===== config.mk =====
export PLATFORM = sky130hd
export DESIGN_NAME = fpga_link_receiver
export DESIGN_NICKNAME = d
export VERILOG_FILES = /design/src/rtl/fpga_link_receiver.sv
export SDC_FILE = /design/constraint.sdc
export NUM_CORES = 1
export LEC_CHECK = 0
export ABC_AREA = 1
export CAP_MARGIN = 20
export CORE_MARGIN = 5
export CORE_UTILIZATION = 51
export CTS_BUF_LIST = sky130_fd_sc_hd__clkbuf_16
export CTS_CLUSTER_DIAMETER = 50
export CTS_CLUSTER_SIZE = 28
export DETAILED_ROUTE_END_ITERATION = 16
export PLACE_DENSITY = 0.78
export SETUP_SLACK_MARGIN = 0.2
export SYNTH_ARGS = -nofsm -noshare
export SYNTH_HDL_FRONTEND = slang
export SYNTH_SLANG_ARGS = --single-unit
export TNS_END_PERCENT = 5

===== constraint.sdc =====
create_clock -name clock -period 1.7 [get_ports clock]
set_clock_uncertainty 0.2 [all_clocks]
set_input_delay 0.34 -clock clock [delete_from_list [all_inputs] [get_ports clock]]
set_output_delay 0.34 -clock clock [all_outputs]
set_load 0.03 [all_outputs]

===== src/rtl/fpga_link_receiver.sv =====
// ============================================================================
// Module      : fpga_link_receiver
// Description : Receiving end of the inter-FPGA serial link. Reassembles one
//               byte per frame using a 4-phase acknowledge handshake per bit
//               and per end-of-frame. Optional macro FPGA_LINK_RX_SYNC_EN
//               adds two-flop input synchronizers.
// Revision    : 1.0 - initial release
// ============================================================================
`default_nettype none

module fpga_link_receiver #(
  parameter int unsigned TIMEOUT_CYCLES = 1024
) (
  input  logic       clock,
  input  logic       reset,
  input  logic       send,
  input  logic       data_bit,
  input  logic       finish,
  output logic       acknowledge,
  output logic [7:0] data_out,
  output logic       received,
  output logic       frame_error,
  output logic       busy
);

  localparam int unsigned c_tmo_w = (TIMEOUT_CYCLES > 1) ? $clog2(TIMEOUT_CYCLES) : 1;
  localparam logic [c_tmo_w-1:0] c_tmo_last =
    c_tmo_w'((TIMEOUT_CYCLES == 0) ? 0 : TIMEOUT_CYCLES - 1);

  typedef enum logic [1:0] {
    ST_IDLE    = 2'd0,
    ST_ACK_BIT = 2'd1,
    ST_ACK_FIN = 2'd2
  } state_t;

  logic w_send_s;
  logic w_data_bit_s;
  logic w_finish_s;

`ifdef FPGA_LINK_RX_SYNC_EN
  logic [1:0] r_send_sync;
  logic [1:0] r_data_sync;
  logic [1:0] r_finish_sync;

  always_ff @(posedge clock) begin
    if (reset) begin
      r_send_sync   <= 2'b00;
      r_data_sync   <= 2'b00;
      r_finish_sync <= 2'b00;
    end else begin
      r_send_sync   <= {r_send_sync[0], send};
      r_data_sync   <= {r_data_sync[0], data_bit};
      r_finish_sync <= {r_finish_sync[0], finish};
    end
  end

  assign w_send_s     = r_send_sync[1];
  assign w_data_bit_s = r_data_sync[1];
  assign w_finish_s   = r_finish_sync[1];
`else
  assign w_send_s     = send;
  assign w_data_bit_s = data_bit;
  assign w_finish_s   = finish;
`endif

  state_t               r_state, w_state_next;
  logic [3:0]           r_bit_cnt, w_bit_cnt_next;
  logic [7:0]           r_shift, w_shift_next;
  logic [7:0]           r_data_out, w_data_out_next;
  logic                 r_received, w_received_next;
  logic                 r_frame_error, w_frame_error_next;
  logic [c_tmo_w-1:0]   r_tmo_cnt, w_tmo_cnt_next;
  logic                 w_tmo_active;
  logic                 w_tmo_hit;

  assign w_tmo_active = (r_state != ST_IDLE) || (r_bit_cnt != 4'd0);
  assign w_tmo_hit    = (TIMEOUT_CYCLES != 0) && w_tmo_active && (r_tmo_cnt == c_tmo_last);

  always_comb begin
    w_state_next       = r_state;
    w_bit_cnt_next     = r_bit_cnt;
    w_shift_next       = r_shift;
    w_data_out_next    = r_data_out;
    w_received_next    = 1'b0;
    w_frame_error_next = 1'b0;
    w_tmo_cnt_next     = '0;

    case (r_state)
      ST_IDLE: begin
        if (w_send_s && w_finish_s) begin
          w_frame_error_next = 1'b1;
          w_state_next       = ST_ACK_FIN;
        end else if (w_send_s) begin
          if (!r_bit_cnt[3]) begin
            w_shift_next[r_bit_cnt[2:0]] = w_data_bit_s;
            w_bit_cnt_next               = r_bit_cnt + 4'd1;
            w_state_next                 = ST_ACK_BIT;
          end else begin
            // A ninth bit overruns the byte
            w_frame_error_next = 1'b1;
            w_state_next       = ST_ACK_FIN;
          end
        end else if (w_finish_s) begin
          if (r_bit_cnt == 4'd8) begin
            w_data_out_next = r_shift;
            w_received_next = 1'b1;
          end else begin
            w_frame_error_next = 1'b1;
          end
          w_state_next = ST_ACK_FIN;
        end
      end
      ST_ACK_BIT: begin
        if (!w_send_s) w_state_next = ST_IDLE;
      end
      ST_ACK_FIN: begin
        if (!w_send_s && !w_finish_s) begin
          w_bit_cnt_next = 4'd0;
          w_shift_next   = 8'h00;
          w_state_next   = ST_IDLE;
        end
      end
      default: w_state_next = ST_IDLE;
    endcase

    // A stalled frame overrides whatever the handshake decoded this cycle
    if (w_tmo_hit) begin
      w_state_next       = ST_IDLE;
      w_bit_cnt_next     = 4'd0;
      w_shift_next       = 8'h00;
      w_data_out_next    = r_data_out;
      w_received_next    = 1'b0;
      w_frame_error_next = 1'b1;
    end else if ((TIMEOUT_CYCLES != 0) && w_tmo_active && (w_state_next == r_state)) begin
      w_tmo_cnt_next = r_tmo_cnt + 1'b1;
    end
  end

  always_ff @(posedge clock) begin
    if (reset) begin
      r_state       <= ST_IDLE;
      r_bit_cnt     <= 4'd0;
      r_shift       <= 8'h00;
      r_data_out    <= 8'h00;
      r_received    <= 1'b0;
      r_frame_error <= 1'b0;
      r_tmo_cnt     <= '0;
    end else begin
      r_state       <= w_state_next;
      r_bit_cnt     <= w_bit_cnt_next;
      r_shift       <= w_shift_next;
      r_data_out    <= w_data_out_next;
      r_received    <= w_received_next;
      r_frame_error <= w_frame_error_next;
      r_tmo_cnt     <= w_tmo_cnt_next;
    end
  end

  assign acknowledge = (r_state != ST_IDLE);
  assign data_out    = r_data_out;
  assign received    = r_received;
  assign frame_error = r_frame_error;
  assign busy        = (r_state != ST_IDLE) || (r_bit_cnt != 4'd0);

endmodule

`default_nettype wire


==> impl_metrics.tcl, run 1 <==
set metrics [dict create \
    synth_xor_area_frac 0.03434 \
    critPathCaptureType "output port" \
    tightest_slew_ns 0.3073 \
    cp-start-kind "register" \
    worstReg2RegEnd "r_tmo_cnt[2]" \
    synth_area_leaders "dfxtp_1 38%, nand2_1 9.9%, nand3_1 9.0%" \
    period_share 0.9600 \
    synth_area_leader_cell "dfxtp_1" \
    htree_levels 2 \
    cts_tree "yes" \
    route.antenna.remaining_nets 0 \
    synth_fp_nets 264 \
    critPathRequiredTime_ns 1.16 \
    status "finished, final reports clean" \
    p_leak_uw 0.001101 \
    drc 0 \
    grt_pass1_wl_mm 7.445 \
    ys_seq_area_frac 0.3812 \
    netSwitchingPower_uw 532.5 \
    portBuffers 16 \
    final_common_cell "nand2_1" \
    sw_frac_of_total 0.2626 \
    cts.sinks 34 \
    synthMuxAreaShare 0 \
    clockBufferDepth 2 \
    max_stage_delay_ns 0.34 \
    drtIter0Drc 65 \
    grt_antenna_before_repair 0 \
    routed_wirelength_mm 4.232 \
    rr_worst_depth 8 \
    rsz0062_at_grt "true" \
    cts.clk_slew.worst_paths_ns 0.05 \
    synth_top_area_frac 0.3812 \
    r2r-start "r_state[1]" \
    crit_slowest_cell "dfxtp_4" \
    multi_input_area_um2 1018 \
    hold_depth 2 \
    grt_use_total 0.1878 \
    final_cell_mix "44 x nand2_1, 34 x nor2_1, 33 x inv_1" \
    die_area_um2 4784 \
    drv_slew 0 \
    insertedDiodeCount 0 \
    setup_tns_ns 0 \
    r2r_slack_ns 0.11 \
    hold_buffers 0 \
    cp.arrival_ns 1.09 \
    cellPowerDensity_nw_per_um2 822.1 \
    min_path_type "reg2reg" \
    synth_cell_types 27 \
    path_cells "inv_4 -> ha_4 -> nand3_4 -> buf_6" \
    synth_warnings 0 \
    fp.dieW_um 69.17 \
    max_freq_ghz 0.6128 \
    hp-start "r_shift[2]" \
    vdd_drop_max_uv 859.1 \
    seqCellArea_um2 693.2 \
    internal-power_uw 1495 \
    vias_per_cell 5.029 \
    synth-compound-area-share 0.07638 \
    routedWlPerCell_um 12.09 \
    cts_root_buf "clkbuf_16" \
    area_growth_pct 38.12 \
    synth-simple-area-share 0.3819 \
    crit_family "flip-flops" \
    crit_type "reg2out" \
    clkLatencyLatePin_ns 0.27 \
    fillers 298 \
    first_pass_iters 4 \
    design_area_um2 2466 \
    crit_cells 4 \
    fin_crit_ns 1.632 \
    core-area_um2 3363 \
    grt_max_degree 18 \
    hold_viol_final 0 \
    avgSynthCellArea_um2 6.974 \
    slew_headroom 0.7946 \
    ys_ff_latch 34 \
    synth_flop_cell "dfxtp_1" \
    synth_edf_count 0 \
    netlist_area_um2 1785 \
    final-setup-viol-count 0 \
    holdPathEnd "r_shift[2]" \
    rows 21 \
    die_y_um 69.17 \
    cts_buffers 5 \
    nNetsFinal 312 \
    initial_core_util 0.5309 \
    syn_inst 256 \
    place_area_um2 2225 \
    routabilityCongestion 0.8316 \
    path_buf_inv 2 \
    drv_cap 0 \
    p_clk_frac 0.417 \
    seqPwrFrac 0.407 \
    grt_overflow 0 \
    ios 17 \
    cp_max_fo 4 \
    synth_fa_ha_area_frac 0.02102 \
    route.vias.total 1760 \
    drive_gt1_frac 0.2533 \
    synth-async-reset-ratio 0 \
    combPwrFrac 0.176 \
    hpwl_mm 2.914 \
    grt_pass1_vias 1737 \
    synth_top_family_by_area "simple AND/OR/NAND/NOR gates" \
]
-- cell usage after synthesis, types with 3 or more instances --
library cell,instances
nand2_2,4
nor3_1,3
buf_6,3
a21oi_1,18
xor2_1,5
ha_1,3
dfxtp_1,34
nand4_1,10
o21ai_0,6
nor2_1,38
nand3_1,32
inv_1,35
nand2_1,47
-- what timing repair did --
item	CTS	global route
endpoints found under the hold margin	0	0
endpoints found under the setup margin	45	46
buffers inserted	4	1
gates cloned	1	0
pin swaps	4	5
resized for setup	28	13
-- tightest hold or removal path, delay by kind of cell (launching register included) --
kind / cells / cell delay [ns]
compound gates: 1 / 0.05
simple gates: 1 / 0.06
flops: 1 / 0.30
-- area by class of cell --
class,instances,area share
multi-input cells,181,0.4130
flip-flops and latches,34,0.2811
repair buffers,46,0.1720
inverters,36,0.05581
clock buffers,5,0.05074
well taps,46,0.02334
clock inverters,2,0.004059
-- flip-flops by register name, indices dropped and copies added, names as in the netlist --
register,cells
r_tmo_cnt,10
received,1
data_out,8
frame_error,1
r_bit_cnt,4
r_state,2
r_shift,8
-- layer usage --
| layer | GRT usage | up-vias | share of wire |
|---|---|---|---|
| li1 | - | 920 | - |
| met1 | 0.2141 | 800 | 0.42 |
| met2 | 0.3443 | 30 | 0.53 |
| met3 | 0.03768 | 10 | 0.033 |
| met4 | 0.06508 | 0 | 0.015 |
| met5 | 0 | - | 0 |
-- power groups by stage --
stage,combinational (µW),sequential [µW],clock (µW)
after global placement,295,845,0
after floorplan,178,851,0
after global routing,392,826,894
after detailed placement,300,845,0
final,356,825,846
after CTS,339,825,851
-- per-stage QoR --
stage	total power [µW]	utilization	instances	setup WS (ns)	hold slack [ns]
final	2027	0.7333	350	0.06801	0.2554
after global routing	2113	0.7333	350	0.009262	0.2764
after detailed placement	1146	0.6615	337	-0.2944	0.2495
after CTS	2015	0.7191	349	0.06825	0.2562
after global placement	1140	0.6615	337	-0.1855	0.2470
after floorplan	1029	-	256	0.1259	0.2091
-- kinds of logic (layout without fill, tap and decap cells) --
kind of cell    count (synthesis)  after routing
flops                          34             34
fa+ha+maj                       3              3
compound gates                 26             26
xor+xnor                        7              7
simple gates                  144            145
buf+inv                        42             89
-- worst max path at each step --
stage | slack, ns | to | startpoint
2_1_floorplan | 0.13 | data_out[7] | r_state[1]
3_3_place_gp | -0.19 | r_tmo_cnt[0] | send
3_5_place_dp | -0.29 | r_tmo_cnt[2] | send
4_1_cts | 0.07 | busy | r_bit_cnt[1]
5_1_grt | 0.009 | r_tmo_cnt[2] | r_state[0]
6_report | 0.07 | busy | r_bit_cnt[1]
Note: power is estimated with default switching activity, not from simulation.
==> run 2: changes to the inputs <==
--- a/config.mk
+++ b/config.mk
@@ -7,9 +7,7 @@
 export LEC_CHECK = 0
 export ABC_AREA = 1
-export CAP_MARGIN = 20
 export CORE_MARGIN = 5
 export CORE_UTILIZATION = 51
 export CTS_BUF_LIST = sky130_fd_sc_hd__clkbuf_16
-export CTS_CLUSTER_DIAMETER = 50
 export CTS_CLUSTER_SIZE = 28
 export DETAILED_ROUTE_END_ITERATION = 16
==> constraint.sdc (replaced) <==
create_clock -name clock -period 1.7 [get_ports clock]
set_clock_uncertainty 0.2 [all_clocks]
set_input_delay 0.255 -clock clock [delete_from_list [all_inputs] [get_ports clock]]
set_output_delay 0.255 -clock clock [all_outputs]
set_load 0.03 [all_outputs]
==> run 2 against run 1 <==
Effect of this change:
- sequential share of layout area up 0.35 points
- wire length shrank 1.2%
- die area is the same
- design area is 1.2% lower
- utilization fell by 0.89 points
- worst setup slack worse by 0.027 ns
- critical endpoint unchanged
==> impl_metrics.tcl, run 2 (synthesis results as in run 1) <==
set metrics [dict create \
    cts_buffers 5 \
    period_share 0.9757 \
    final_common_cell "nand2_1" \
    grt_antenna_before_repair 0 \
    drv_cap 0 \
    drc 0 \
    first_pass_iters 4 \
    core-area_um2 3363 \
    vias_per_cell 5.077 \
    grt_pass1_wl_mm 6.920 \
    ios 17 \
    route.antenna.remaining_nets 0 \
    tightest_slew_ns 0.3460 \
    worst_hold_slack_ns 0.2577 \
    hpwl_mm 2.791 \
    rows 21 \
    crit_type "reg2out" \
    nNetsFinal 310 \
    largest-register "r_tmo_cnt" \
    min_path_type "reg2reg" \
    cp-start-kind "register" \
    final_cell_mix "46 x nand2_1, 37 x nor2_1, 34 x inv_1" \
    fp.dieW_um 69.17 \
    die_area_um2 4784 \
    cts_root_buf "clkbuf_16" \
    routabilityCongestion 0.8515 \
    htree_levels 2 \
    final-setup-viol-count 0 \
    hold_viol_final 0 \
    drv_slew 0 \
    initial_core_util 0.5309 \
    grt_max_degree 18 \
    fin_util 0.7243 \
    cellPowerDensity_nw_per_um2 831.5 \
    cts.clk_slew.worst_paths_ns 0.05 \
    max_freq_ghz 0.6029 \
    cp.arrival_ns 1.20 \
    cp_max_fo 4 \
    clockBufferDepth 2 \
    critPathCaptureType "output port" \
    portBuffers 16 \
    grt_overflow 0 \
    area_growth_pct 36.44 \
    drtIter0Drc 101 \
    largest_reg_flops 10 \
    clkLatencyLatePin_ns 0.28 \
    fin_crit_ns 1.659 \
    critPathRequiredTime_ns 1.24 \
    status "finished, final reports clean" \
    cts_tree "yes" \
    cts.sinks 34 \
    drive_gt1_frac 0.2211 \
    routed_wirelength_mm 4.183 \
    vdd_drop_max_uv 602.8 \
    routedWlPerCell_um 11.99 \
    die_y_um 69.17 \
    p_leak_uw 0.001105 \
    insertedDiodeCount 0 \
    grt_pass1_vias 1671 \
    r2r_slack_ns 0.08 \
    route.vias.total 1772 \
    grt_use_total 0.1746 \
    slew_headroom 0.7688 \
    rsz0062_at_grt "true" \
]
-- run 2: changes by cell type in the layout (fill, tap and decap cells not counted), sizes merged --
cell and delta:
clkdlybuf4s15 -2, dlygate4sd2 +1, nand2 -1, inv +1
-- run 2: worst paths after layout --
| check | to | depth (start not counted) | from |
|---|---|---|---|
| min reg2reg | r_shift[1] | 2 | r_shift[1] |
| max reg2reg | r_shift[7] | 10 | r_bit_cnt[1] |
| min | r_shift[1] | 2 | r_shift[1] |
| max | busy | 5 | r_bit_cnt[1] |
-- run 2: final cells by class --
cell class                      count  area [µm²]
Sequential cell                    34       693.2
Clock buffer                        5       125.1
Inverter                           36       137.6
Clock inverter                      3       12.51
Multi-Input combinational cell    180       998.5
Timing Repair Buffer               45       411.6
Tap cell                           46       57.56
Fill cell                         306       927.1
-- run 2: what timing repair did --
| action | in CTS | in global routing |
|---|---|---|
| setup buffers | 0 | 4 |
| pin swaps | 8 | 4 |
| hold buffers | 0 | 0 |
| setup endpoints to repair | 45 | 37 |
| gates resized for setup | 30 | 5 |
-- run 2: critical path, stage by stage, from the launching register on --
cell and delay [ns]:
dfxtp_4 0.36, inv_4 0.06, ha_4 0.15, nand3_4 0.10, buf_6 0.13, buf_6 0.12
-- run 2: where the power goes --
group	switching, µW	total, µW	internal, µW
clock network	322	850	529
registers	16.3	831	815
logic	191	345	153
-- run 2: stage by stage --
step / setup slack (ns) / power (µW) / std cells / instance area, µm² / setup TNS [ns]
after floorplan: 0.1259 / 1029 / 256 / 1837 / 0
after CTS: -0.04257 / 1996 / 345 / 2390 / -0.04257
final: 0.04135 / 2025 / 349 / 2436 / 0
after global placement: -0.1136 / 1144 / 337 / 2225 / -2.391
after detailed placement: -0.1951 / 1148 / 337 / 2225 / -4.017
after global routing: 0.01774 / 2099 / 349 / 2436 / 0
-- run 2: layer usage --
metal / part of all wire / up-vias / GRT usage
met5: 0 / - / 0
met2: 0.53 / 37 / 0.3189
met3: 0.044 / 10 / 0.04058
met4: 0.021 / 0 / 0.08894
met1: 0.41 / 809 / 0.1850
li1: - / 916 / -
==> run 3: changes to the inputs <==
- CORE_UTILIZATION: 51 -> 25
- PLACE_DENSITY: 0.78 -> 0.46
==> run 3 against run 2 <==
Effect of this change:
- via count decreased by 2.7%
- sequential power fell by 0.5%
- count of clock-buffer cells in the layout unchanged
- total power rose by 1.7%
- critical path depth stayed put
- global-route usage fell by 6.4 points
- hold slack improved by 0.0058 ns
- worst setup slack gained 0.021 ns
- combinational power is 7.2% higher
- largest power group unchanged
- highest routed layer unchanged
==> impl_metrics.tcl, run 3 (synthesis results as in run 1) <==
set metrics [dict create \
    status "finished, final reports clean" \
    area_growth_pct 45.62 \
    p_clk_frac 0.419 \
    rr_worst_depth 8 \
    htree_levels 2 \
    ios 17 \
    nNetsFinal 318 \
    combPwrFrac 0.180 \
    drv_cap 0 \
    grt_use_total 0.1102 \
    rsz0062_at_grt "true" \
    vias_per_cell 4.246 \
    grt_max_degree 18 \
    first_pass_iters 4 \
    p_leak_uw 0.001150 \
    initial_core_util 0.2599 \
    cp.arrival_ns 1.18 \
    route.vias.total 1724 \
    crit_slowest_cell "dfxtp_2" \
    cts.sinks 34 \
    hold_buffers 0 \
    cp_max_fo 3 \
    tightest_slew_ns 0.3134 \
    fin_ws_ns 0.06199 \
    route.antenna.remaining_nets 0 \
    largest_reg_flops 10 \
    max_freq_ghz 0.6105 \
    rows 30 \
    fillers 755 \
    drv_slew 0 \
    routabilityCongestion 0.8291 \
    seqPwrFrac 0.402 \
    final_common_cell "nand2_1" \
    setup_tns_ns 0 \
    wl_met2_mm 1.929 \
    period_share 0.9635 \
    path_cells "inv_2 -> ha_4 -> nand3_4 -> buf_6 -> buf_6" \
    cts_buffers 5 \
    vdd_drop_max_uv 381.2 \
    grt_pass1_wl_mm 7.734 \
    min_path_type "reg2reg" \
    crit_type "reg2out" \
    core-area_um2 6869 \
    cts.clk_slew.worst_paths_ns 0.05 \
    hold_depth 2 \
    fin_crit_ns 1.638 \
    stdcell_count 406 \
    cellPowerDensity_nw_per_um2 792.2 \
    sw_frac_of_total 0.2658 \
    hold_viol_final 0 \
    drc 0 \
    drtIter0Drc 51 \
    critPathCaptureType "output port" \
    largest-register "r_tmo_cnt" \
    slew_headroom 0.7919 \
    portBuffers 16 \
    max_stage_delay_ns 0.32 \
    fp.dieW_um 94.51 \
    crit_top_cell "buf_6" \
    insertedDiodeCount 0 \
    die_y_um 94.51 \
    die_area_um2 8932 \
    dr_wl_met3_um 138 \
    cts_tree "yes" \
    worst_hold_slack_ns 0.2635 \
    top_layer "met4" \
    clockBufferDepth 2 \
    p_total_uw 2060 \
    final_cell_mix "46 x nand2_1, 33 x inv_1, 31 x nor2_1" \
    grt_overflow 0 \
    grt_pass1_vias 1751 \
    drive_gt1_frac 0.2774 \
    clkLatencyLatePin_ns 0.28 \
    cp-start-kind "register" \
    place_ws_ns -0.1907 \
    critPathRequiredTime_ns 1.24 \
    cts_root_buf "clkbuf_16" \
    final-setup-viol-count 0 \
    dp.cells 397 \
    wl_met1_mm 2.056 \
    internal-power_uw 1512 \
    routedWlPerCell_um 10.36 \
    netSwitchingPower_uw 547.4 \
    grt_antenna_before_repair 0 \
    hpwl_mm 3.131 \
    routed_wirelength_mm 4.206 \
]
-- run 3: worst max-delay path: cells and delay by family, from the launching register on --
kind                       cells  cell delay, ns
adders and majority gates      1            0.16
buffers and inverters          3            0.33
DFF                            1            0.32
and+or+nand+nor                1            0.10
-- run 3: power groups by stage --
stage	sequential (µW)	clock (µW)	combinational [µW]
after detailed placement	843	0	333
after CTS	827	889	357
final	827	863	370
after floorplan	851	0	178
after global placement	843	0	334
after global routing	829	917	416
-- run 3: final timing paths --
kind	startpoint	end	slack, ns
hold / removal	r_shift[0]	r_shift[0]	0.26
setup / recovery	r_bit_cnt[0]	busy	0.06
hold reg to reg	r_shift[0]	r_shift[0]	0.26
setup reg to reg	r_state[1]	data_out[6]	0.11
-- run 3: metal layers --
| metal | GRT usage | vias to the layer above |
|---|---|---|
| met4 | 0.04567 | 0 |
| li1 | - | 929 |
| met2 | 0.1844 | 23 |
| met5 | 0 | - |
| met3 | 0.02629 | 8 |
| met1 | 0.1352 | 764 |
-- run 3: per-stage QoR --
step                instance area [µm²]    util
floorplan                          1837       -
global placement                   2362  0.3439
detailed placement                 2362  0.3439
CTS                                2541  0.3699
global route                       2600  0.3785
finish                             2600  0.3785
-- run 3: layout make-up --
type / count / area, µm² / area share
flip-flops and latches: 34 / 691.9 / 0.2661
clock inverters: 2 / 10.01 / 0.003850
multi-input cells: 180 / 1037 / 0.3989
well taps: 96 / 120.1 / 0.04620
repair buffers: 53 / 480.5 / 0.1848
inverters: 36 / 135.1 / 0.05197
clock buffers: 5 / 125.1 / 0.04812
-- run 3: timing repair --
| action | in CTS | in global routing |
|---|---|---|
| endpoints found under the hold margin | 0 | 0 |
| setup endpoints to repair | 43 | 38 |
| resized for setup | 25 | 20 |
| buffers inserted | 2 | 0 |
| pin swaps | 4 | 9 |
